<file path="src/rtl/ref_bank_pkg.sv">
// Shared sizes, index types, FSM encodings and address helper for the reference-pixel bank scheduler.
package ref_bank_pkg;

    localparam int PIXEL    = 8;
    localparam int WORD_W   = 8 * PIXEL;
    localparam int SEG_LEN  = 24;
    localparam int NUM_SEG  = 4;
    localparam int NUM_BANK = 4;
    localparam int ADDR_W   = 7;
    localparam int SEG_W    = $clog2(NUM_SEG);
    localparam int BANK_W   = $clog2(NUM_BANK);
    localparam int ROW_W    = 5;

    typedef logic [SEG_W-1:0]  seg_idx_t;
    typedef logic [ROW_W-1:0]  row_idx_t;
    typedef logic [BANK_W-1:0] bank_idx_t;

    typedef logic [1:0] state_t;
    localparam state_t ST_IDLE  = 2'd0;
    localparam state_t ST_FILL  = 2'd1;
    localparam state_t ST_STALL = 2'd2;

    // Bank-local word address of (segment, row); at most 95, fits 7 bits.
    function automatic logic [ADDR_W-1:0] make_addr(input seg_idx_t seg, input row_idx_t row);
        logic [ADDR_W-1:0] base;
        base = ADDR_W'(seg) * ADDR_W'(SEG_LEN);
        return base + ADDR_W'(row);
    endfunction

endpackage

</file>
<file path="src/rtl/ref_bank_wr_ptr.sv">
// Write pointer chain (word -> bank -> segment) for the bank ring, with segment/ring wrap strobes.
module ref_bank_wr_ptr
    import ref_bank_pkg::*;
(
    input  logic                clk,
    input  logic                rst_n,
    input  logic                adv,
    output logic [ROW_W-1:0]    word,
    output logic [BANK_W-1:0]   bank,
    output logic [SEG_W-1:0]    seg,
    output logic [SEG_W-1:0]    next_seg,
    output logic                seg_done,
    output logic                ring_done
);

    row_idx_t  word_reg, word_next;
    bank_idx_t bank_reg, bank_next;
    seg_idx_t  seg_reg,  seg_next;

    assign seg_done  = adv & (word_reg == row_idx_t'(SEG_LEN - 1));
    assign ring_done = seg_done & (bank_reg == bank_idx_t'(NUM_BANK - 1));

    always_comb begin
        word_next = word_reg;
        bank_next = bank_reg;
        seg_next  = seg_reg;
        if (adv) begin
            if (seg_done) begin
                word_next = '0;
                bank_next = ring_done ? '0 : bank_reg + bank_idx_t'(1);
                if (ring_done) begin
                    seg_next = (seg_reg == seg_idx_t'(NUM_SEG - 1)) ? '0 : seg_reg + seg_idx_t'(1);
                end
            end else begin
                word_next = word_reg + row_idx_t'(1);
            end
        end
    end

    always_ff @(posedge clk or negedge rst_n) begin
        if (!rst_n) begin
            word_reg <= '0;
            bank_reg <= '0;
            seg_reg  <= '0;
        end else begin
            word_reg <= word_next;
            bank_reg <= bank_next;
            seg_reg  <= seg_next;
        end
    end

    assign word     = word_reg;
    assign bank     = bank_reg;
    assign seg      = seg_reg;
    assign next_seg = seg_next;

endmodule

</file>
<file path="src/rtl/ref_bank_sched.sv">
// Write/read scheduler for the ME reference bank ring: round-robin fill, read gating, segment release.
// Optional stall statistics port stall_cnt when REF_BANK_SCHED_STATS_EN is defined.
module ref_bank_sched
    import ref_bank_pkg::*;
(
    input  logic                clk,
    input  logic                rst_n,
    input  logic [WORD_W-1:0]   ref_data,
    input  logic                ref_valid,
    output logic                ref_ready,
    output logic [WORD_W-1:0]   bank_wdata,
    output logic [NUM_BANK-1:0] bank_sel_n,
    output logic [ADDR_W-1:0]   wr_addr,
    input  logic                rd_req,
    input  logic [SEG_W-1:0]    rd_seg,
    input  logic [ROW_W-1:0]    rd_row,
    output logic                rd_gnt,
    output logic                rd_en_n,
    output logic [ADDR_W-1:0]   rd_addr,
    output logic                rd_vld,
    input  logic                seg_release,
    input  logic [SEG_W-1:0]    rel_seg,
    output logic [NUM_SEG-1:0]  seg_valid
`ifdef REF_BANK_SCHED_STATS_EN
    ,
    output logic [15:0]         stall_cnt
`endif
);

    state_t              state_reg, state_next;
    logic [NUM_SEG-1:0]  seg_valid_reg, seg_valid_next;
    logic                rd_vld_reg;
    logic                accept;
    logic                stall_hit;
    row_idx_t            cur_word;
    bank_idx_t           cur_bank;
    seg_idx_t            cur_seg, next_seg;
    logic                seg_done, ring_done;
    logic                unused_seg_done;

    ref_bank_wr_ptr u_wr_ptr (
        .clk       (clk),
        .rst_n     (rst_n),
        .adv       (accept),
        .word      (cur_word),
        .bank      (cur_bank),
        .seg       (cur_seg),
        .next_seg  (next_seg),
        .seg_done  (seg_done),
        .ring_done (ring_done)
    );

    assign unused_seg_done = seg_done;

    // Gated by rst_n so the fetch side sees "not ready" for the whole reset pulse.
    assign ref_ready  = rst_n & (state_reg != ST_STALL) & ~seg_valid_reg[cur_seg];
    assign accept     = ref_valid & ref_ready;
    assign bank_wdata = ref_data;
    assign wr_addr    = make_addr(cur_seg, cur_word);

    genvar gi;
    generate
        for (gi = 0; gi < NUM_BANK; gi++) begin : g_bank
            assign bank_sel_n[gi] = ~(accept & (cur_bank == bank_idx_t'(gi)));
        end

        // Set on ring completion takes priority over a same-cycle release.
        for (gi = 0; gi < NUM_SEG; gi++) begin : g_seg
            logic set_hit;
            logic clr_hit;
            assign set_hit = ring_done & (cur_seg == seg_idx_t'(gi));
            assign clr_hit = seg_release & (rel_seg == seg_idx_t'(gi));
            assign seg_valid_next[gi] = set_hit | (seg_valid_reg[gi] & ~clr_hit);
        end
    endgenerate

    assign stall_hit = ring_done & seg_valid_next[next_seg];

    always_comb begin
        state_next = state_reg;
        case (state_reg)
            ST_IDLE:  if (ref_valid) state_next = ST_FILL;
            ST_FILL:  if (stall_hit) state_next = ST_STALL;
            ST_STALL: if (!seg_valid_reg[cur_seg]) state_next = ST_FILL;
            default:  state_next = ST_IDLE;
        endcase
    end

    always_ff @(posedge clk or negedge rst_n) begin
        if (!rst_n) begin
            state_reg     <= ST_IDLE;
            seg_valid_reg <= '0;
            rd_vld_reg    <= 1'b0;
        end else begin
            state_reg     <= state_next;
            seg_valid_reg <= seg_valid_next;
            rd_vld_reg    <= rd_gnt;
        end
    end

    // Reads only ever target completed segments, so they never collide with the writer.
    assign rd_gnt    = rd_req & seg_valid_reg[rd_seg] & (rd_row < row_idx_t'(SEG_LEN));
    assign rd_en_n   = ~rd_gnt;
    assign rd_addr   = make_addr(rd_seg, rd_row);
    assign rd_vld    = rd_vld_reg;
    assign seg_valid = seg_valid_reg;

`ifdef REF_BANK_SCHED_STATS_EN
    logic [15:0] stall_cnt_reg;

    always_ff @(posedge clk or negedge rst_n) begin
        if (!rst_n) begin
            stall_cnt_reg <= '0;
        end else if (ref_valid && !ref_ready && (stall_cnt_reg != 16'hFFFF)) begin
            stall_cnt_reg <= stall_cnt_reg + 16'd1;
        end
    end

    assign stall_cnt = stall_cnt_reg;
`endif

endmodule

</file>
<file path="config.mk">
export PLATFORM = sky130hd
export DESIGN_NAME = ref_bank_sched
export DESIGN_NICKNAME = d
export VERILOG_FILES = /design/src/rtl/ref_bank_pkg.sv /design/src/rtl/ref_bank_wr_ptr.sv /design/src/rtl/ref_bank_sched.sv
export SDC_FILE = /design/constraint.sdc
export NUM_CORES = 1
export LEC_CHECK = 0
export BUFFER_PORTS_ARGS = -buffer_cell sky130_fd_sc_hd__buf_2
export CAP_MARGIN = 0
export CORE_MARGIN = 8
export CORE_UTILIZATION = 37
export DETAILED_ROUTE_END_ITERATION = 12
export PLACE_DENSITY = 0.94
export SYNTH_ARGS = -nofsm -noshare
export SYNTH_HDL_FRONTEND = slang
export SYNTH_SLANG_ARGS = --single-unit
</file>
<file path="constraint.sdc">
create_clock -name clk -period 2.75 [get_ports clk]
set_input_delay 0.275 -clock clk [delete_from_list [all_inputs] [get_ports clk]]
set_output_delay 0.275 -clock clk [all_outputs]
set_load 0.005 [all_outputs]
</file>
### Word level (Yosys, flattened, before mapping)

Index checks and enable logic that the tools add are counted.

| word-level totals | value |
|---|---|
| bits in registers | 16 |
| input port bits | 78 |

| cells by class | value |
|---|---|
| $add $sub $neg | 5 |
| multipliers | 2 |
| order comparisons | 4 |
| equality and inequality tests | 16 |
| mux-type cells | 16 |
| bitwise operators | 38 |
| reductions and logical operators | 6 |

Operator list:

| cell | count |
|---|---|
| 1-bit bitwise AND | 24 |
| 2-bit 2-to-1 mux | 8 |
| 7-bit by 5-bit adder with 7-bit output | 2 |
| 2-bit == test (second input constant) | 7 |
| 1-bit inverter | 10 |
| 2-bit by 3-bit less-than comparator with 1-bit output (second input constant) | 3 |
| 2-bit by 1-bit == test with 1-bit output (second input constant) | 4 |
| 2-bit zero test | 4 |
| 2-bit by 2-bit multiplier with 4-bit output (second input constant) | 2 |
| 2-bit inequality test (second input constant) | 4 |
| 1-bit binary-select mux with 2-bit select | 3 |
| 2-bit one-hot mux with 3 select lines | 1 |
| 5-bit by 1-bit adder with 5-bit output (second input constant) | 1 |
| 5-bit == test (second input constant) | 1 |
| 5-bit less-than comparator (second input constant) | 1 |
| 5-bit 2-to-1 mux | 1 |
| 2-bit by 1-bit adder with 2-bit output (second input constant) | 2 |
| 1-bit bitwise OR | 4 |
| 1-bit 2-to-1 mux | 3 |
| 3-bit AND reduction | 1 |
| 2-bit AND reduction | 1 |

### Longest topological paths before layout

| depth | value |
|---|---|
| word-level depth | 15 |
| gate-level depth with buffers | 8 |
| gate-level depth less buffers | 7 |

### Hierarchy

From an unflattened synthesis, not the netlist that was laid out.

| second synthesis, totals | value |
|---|---|
| cell total of the unflattened synthesis | 172 |
| area total of the unflattened synthesis | 1620.3 µm² |

By module, submodules not included:

| module | instances | cells each | area each (µm²) | sequential area each (µm²) |
|---|---|---|---|---|
| ref_bank_sched | 1 | 136 | 1177.4 | 175.2 |
| ref_bank_wr_ptr | 1 | 36 | 442.9 | 225.2 |

### Worst setup path after synthesis

No wires, ideal clock.

| timing | value |
|---|---|
| path type | flip-flop to flip-flop |
| from | register u_wr_ptr.seg_reg[0], in the netlist u_wr_ptr.seg[0] |
| to | register state_reg[0] |
| library setup time | 0.122 ns |
| data arrival time | 2.041 ns |
| data required time | 2.628 ns |
| setup slack | 0.587 ns |
| cell stages (with the launch flop) | 8 |
| buffers on the path | 1 |
| cell sequence | dfrtp_1 > mux4_2 > nor3b_4 > and2b_1 > buf_6 > mux2_4 > a21oi_2 > o21ai_1 |

| on the way | value |
|---|---|
| word-level cells in the longest chain between the ends | 15 |

RTL lines:

| element | RTL line | RTL |
|---|---|---|
| start: declaration | ref_bank_wr_ptr.sv:18 | `seg_idx_t seg_reg, seg_next;` |
| start signal: assignment | ref_bank_wr_ptr.sv:48 | `seg_reg <= seg_next;` |
| 1-bit binary-select mux with 2-bit select * | ref_bank_sched.sv:56 | `assign ref_ready = rst_n & (state_reg != ST_STALL) & ~seg_valid_reg[cur_seg];` |
| 1-bit 2-to-1 mux (not written as such) * | ref_bank_sched.sv:56 |  |
| 1-bit inverter * | ref_bank_sched.sv:56 |  |
| 1-bit bitwise AND * | ref_bank_sched.sv:56 |  |
| via ref_ready | ref_bank_sched.sv:10 | `output logic ref_ready,` |
| 1-bit bitwise AND * | ref_bank_sched.sv:57 | `assign accept = ref_valid & ref_ready;` |
| 1-bit bitwise AND | ref_bank_wr_ptr.sv:20 | `assign seg_done = adv & (word_reg == row_idx_t'(SEG_LEN - 1));` |
| 1-bit bitwise AND | ref_bank_wr_ptr.sv:21 | `assign ring_done = seg_done & (bank_reg == bank_idx_t'(NUM_BANK - 1));` |
| 2-bit 2-to-1 mux | ref_bank_wr_ptr.sv:31 | `if (ring_done) begin` |
| 2-bit 2-to-1 mux | ref_bank_wr_ptr.sv:28 | `if (seg_done) begin` |
| 2-bit 2-to-1 mux | ref_bank_wr_ptr.sv:27 | `if (adv) begin` |
| 1-bit binary-select mux with 2-bit select | ref_bank_sched.sv:77 | `assign stall_hit = ring_done & seg_valid_next[next_seg];` |
| 1-bit 2-to-1 mux (not written as such) | ref_bank_sched.sv:77 |  |
| 1-bit bitwise AND * | ref_bank_sched.sv:77 |  |
| 2-bit inequality test (no source line) * | -- |  |
| 3-bit AND reduction (no source line) * | -- |  |
| end signal: assignment | ref_bank_sched.sv:95 | `state_reg <= state_next;` |
| end: declaration | ref_bank_sched.sv:30 | `state_t state_reg, state_next;` |

Mark *: on every way through the listed nets, which the timed path passes. The rest lies on a longest branch. The select of a mux whose other input is x is not followed.
A chain may end at the register's enable or synchronous reset.

### Final worst setup path

| timing | value |
|---|---|
| from | register u_wr_ptr.seg_reg[0], in the netlist u_wr_ptr.seg[0] |
| to | register state_reg[0] |

| on the way | value |
|---|---|
| word-level cells in the longest chain between the ends | 15 |

RTL lines:

| element | RTL line |
|---|---|
| 1-bit binary-select mux with 2-bit select | ref_bank_sched.sv:56, ref_bank_sched.sv:84 |
| 1-bit 2-to-1 mux (not written as such) | ref_bank_sched.sv:56, ref_bank_sched.sv:84 |
| 1-bit inverter | ref_bank_sched.sv:56 |
| 1-bit bitwise AND | ref_bank_sched.sv:56 |
| 1-bit bitwise AND | ref_bank_sched.sv:57 |
| 1-bit bitwise AND | ref_bank_wr_ptr.sv:20 |
| 1-bit bitwise AND | ref_bank_wr_ptr.sv:21 |
| 2-bit 2-to-1 mux | ref_bank_wr_ptr.sv:31 |
| 2-bit 2-to-1 mux | ref_bank_wr_ptr.sv:28 |
| 2-bit 2-to-1 mux | ref_bank_wr_ptr.sv:27 |
| 1-bit binary-select mux with 2-bit select | ref_bank_sched.sv:77 |
| 1-bit 2-to-1 mux (not written as such) | ref_bank_sched.sv:77 |
| 1-bit bitwise AND | ref_bank_sched.sv:77 |
| 2-bit inequality test (no source line) | -- |
| 3-bit AND reduction (no source line) * | -- |

Every way passes the cells marked *; elsewhere a longest branch is shown, timed or not. The select of a mux whose other input is x is not followed.

==> impl_results.md <==
- Run status: finished with violations
- Failing checks: hold timing
- Die Area: 0.00705 mm²
- Avg Inst Size Synth: 9.00 µm²
- Max FO, Critical Path: 10
- VDD IR-drop max: 0.227 mV
- CTS Buf Count: 3
- Simple-Gate Fraction of Synth Area: 13.6%
- Post-Synth Adder-Cell Area: 14.1%
- Total wire length: 3240 µm
- Post-Place Cells: 204
- Max Slew Vio Count: 0
- CP Buf/Inv Count: 0
- Post-DP HPWL: 2590 µm
- Clock skew: 5.50 ps
- Top Ports: 168
- Post-Synth XOR/XNOR Area: 2.56%
- Post-route insts no fill: 208
- Share of cells above drive strength 1: 32.1%
- RR Endpoint: state_reg[0]$_DFFE_PN0P_
- Count leader, synth: buf_4
- Global-route wire length before repair: 5170 µm
- Depth of the most critical reg-to-reg path: 6
- Drt pass-1 iters: 5
- Post-CTS Hold Buffers: 0
- Min cycle time layout: 2420 ps
- Synth area leaders: buf_4 31%, dfrtp_1 23%, ha_1 12%
- Routed via count: 1,050
- CP Launch Type: flop
- Max Freq: 414 MHz
- Initial Util: 38.7%
- DIE WIDTH: 84.0 µm
- DRT iter0 DRCs: 108
- MaxCap Viol Count: 0
- Vias in the first global route: 1,063
- Crit share post-route: 87.9%
- Stages on worst setup path: 6
- CTS resizes: 0
- Synth top area share: 31.2%
- Crit path required time: 2890 ps
- Num Clock Sinks: 16
- Largest net degree at the start of global routing: 17
- Core region area: 0.00441 mm²
- Number of flops mapped to enable cells by yosys: 0
- Via-to-Cell Ratio: 5.05
- Most frequent cells after synthesis: 71 x buf_4, 23 x nand2_1, 16 x dfrtp_1, 16 x ha_1, 10 x o21ai_0
- Setup TNS: 0 ps
- Post-CTS Repair Setup Buffers: 0
- Die Y: 84.0 µm
- CP Class: flop to flop
- Post-synth ARST share: 100%
- Cell Area, Synth: 0.00171 mm²
- Design area: 0.00146 mm²
- Top cell type by total area after synthesis: buf_4
- Post-synthesis compound-gate area fraction: 7.32%
- Cells after Synth: 190
- Final setup fails: 0
- Ys Warns: 0
- Final hold vios: 13
- GRT Total Usage: 8.86%
- Worst slew pin tran: 355 ps
- FF+latch count, synth: 16
- Area grow syn2layout: -14.7%
- Kind of cell adding the most delay to the critical path: multiplexers
- Clock latency on the worst-skew pair: 250 ps
- Synth cell types: 35
- Final net count: 253
- CTS tree: done
- Largest register FFs: 5
- Worst-path clk slew: 60 ps
- Slowest cell on the critical path: mux4_2
- Avg WL per Cell: 15.6 µm
- Routability cong.: 0.822
- Ant diodes: 0
- Register area share after synthesis: 23.4%
- Hold Path Class: primary input to async pin
- Leakage: 0.787 nW
- Mux share of post-synthesis cell area: 5.42%
- CP Launch Point: u_wr_ptr.seg[0]$_DFF_PN0_
- WP data arrival: 2560 ps
- Clock Path Buffers: 2
- Htree depth: 1
- Power density over the cells: 745 mW/mm²
- Initial antenna violation count: 0
- FF-to-FF setup slack: 330 ps
- Post-route ant nets: 0
- GRT overflow: 0
- Setup crit end kind: flop
- Worst r2r src: u_wr_ptr.seg[0]$_DFF_PN0_
- Input/output buffers: 33
- Syn nets: 286
- DRC: 0
- FP Rows: 24
- Setup repair after global routing missed its margin: no
- Largest family of logic cells by synthesized area: buffers and inverters
- Placed instance area: 0.00140 mm²
- CP max stage delay: 610 ps
- Clock root buffer master: clkbuf_8
- Worst slew margin: 76.1%
- CP cell instances: mux4_2 > nor3b_4 > and2b_1 > mux2_4 > a21oi_2 > o21ai_1
- Main synth FF type: dfrtp_1
- Hold slack final: -4.94 ps
logic make-up (layout without fill, tap and decap cells):
family / count (synthesis) / in the layout
AOI/OAI and AO/OA: 20 / 20
xor gates and xnor gates: 5 / 5
adders and majority gates: 18 / 18
buffers and inverters: 80 / 46
DFF: 16 / 16
muxes: 6 / 6
and+or+nand+nor: 45 / 45
area by class of cell:
class	instances	area (µm²)
flip-flops and latches	16	400
inverters	8	30.0
multi-input cells	94	734
fillers	447	2960
repair buffers	34	173
well taps	52	65.1
clock buffers	4	55.1
stage by stage:
| step | setup slack (ps) | utilization, % | power, mW | hold slack, ps |
|---|---|---|---|---|
| after CTS | 356 | 33.0 | 1.10 | 1.67 |
| after global placement | 439 | 31.8 | 0.872 | 266 |
| after floorplan | 587 | - | 0.800 | -20.6 |
| final | 333 | 33.0 | 1.09 | -4.94 |
| after global routing | 188 | 33.0 | 1.19 | 8.62 |
| after detailed placement | 374 | 31.8 | 0.888 | 271 |
worst reg2reg max path: stages, from the launching register on:
cell	delay, ps
dfrtp_1	490
mux4_2	610
nor3b_4	260
and2b_1	380
mux2_4	340
a21oi_2	150
o21ai_1	80
worst max path at each step:
stage                                     to
floorplan           state_reg[0]$_DFFE_PN0P_
global placement    state_reg[0]$_DFFE_PN0P_
detailed placement  state_reg[0]$_DFFE_PN0P_
CTS                 state_reg[0]$_DFFE_PN0P_
global route        state_reg[0]$_DFFE_PN0P_
finish              state_reg[0]$_DFFE_PN0P_
per-layer routing:
| metal | vias up | part of all wire (%) | GRT usage (%) |
|---|---|---|---|
| li1 | 482 | - | - |
| met4 | 0 | 3.2 | 5.65 |
| met1 | 490 | 38 | 9.16 |
| met3 | 23 | 8.0 | 2.54 |
| met2 | 55 | 51 | 15.3 |
| met5 | - | 0 | 0 |
layout by cell type (no fill, tap or decap), drive strengths merged, types with 4 or more instances in the layout:
cell,count
o21ai,11
inv,8
nand2,23
ha,16
nor2,5
a21o,4
dfrtp,16
clkbuf,4
buf,34
report_power, final:
group / internal [mW] / leakage [nW] / total, mW / switching, mW
combinational: 0.250 / 0.568 / 0.505 / 0.255
clock: 0.127 / 0.0288 / 0.206 / 0.0794
sequential: 0.294 / 0.190 / 0.375 / 0.0802
Power figures use the tool's default switching activity.
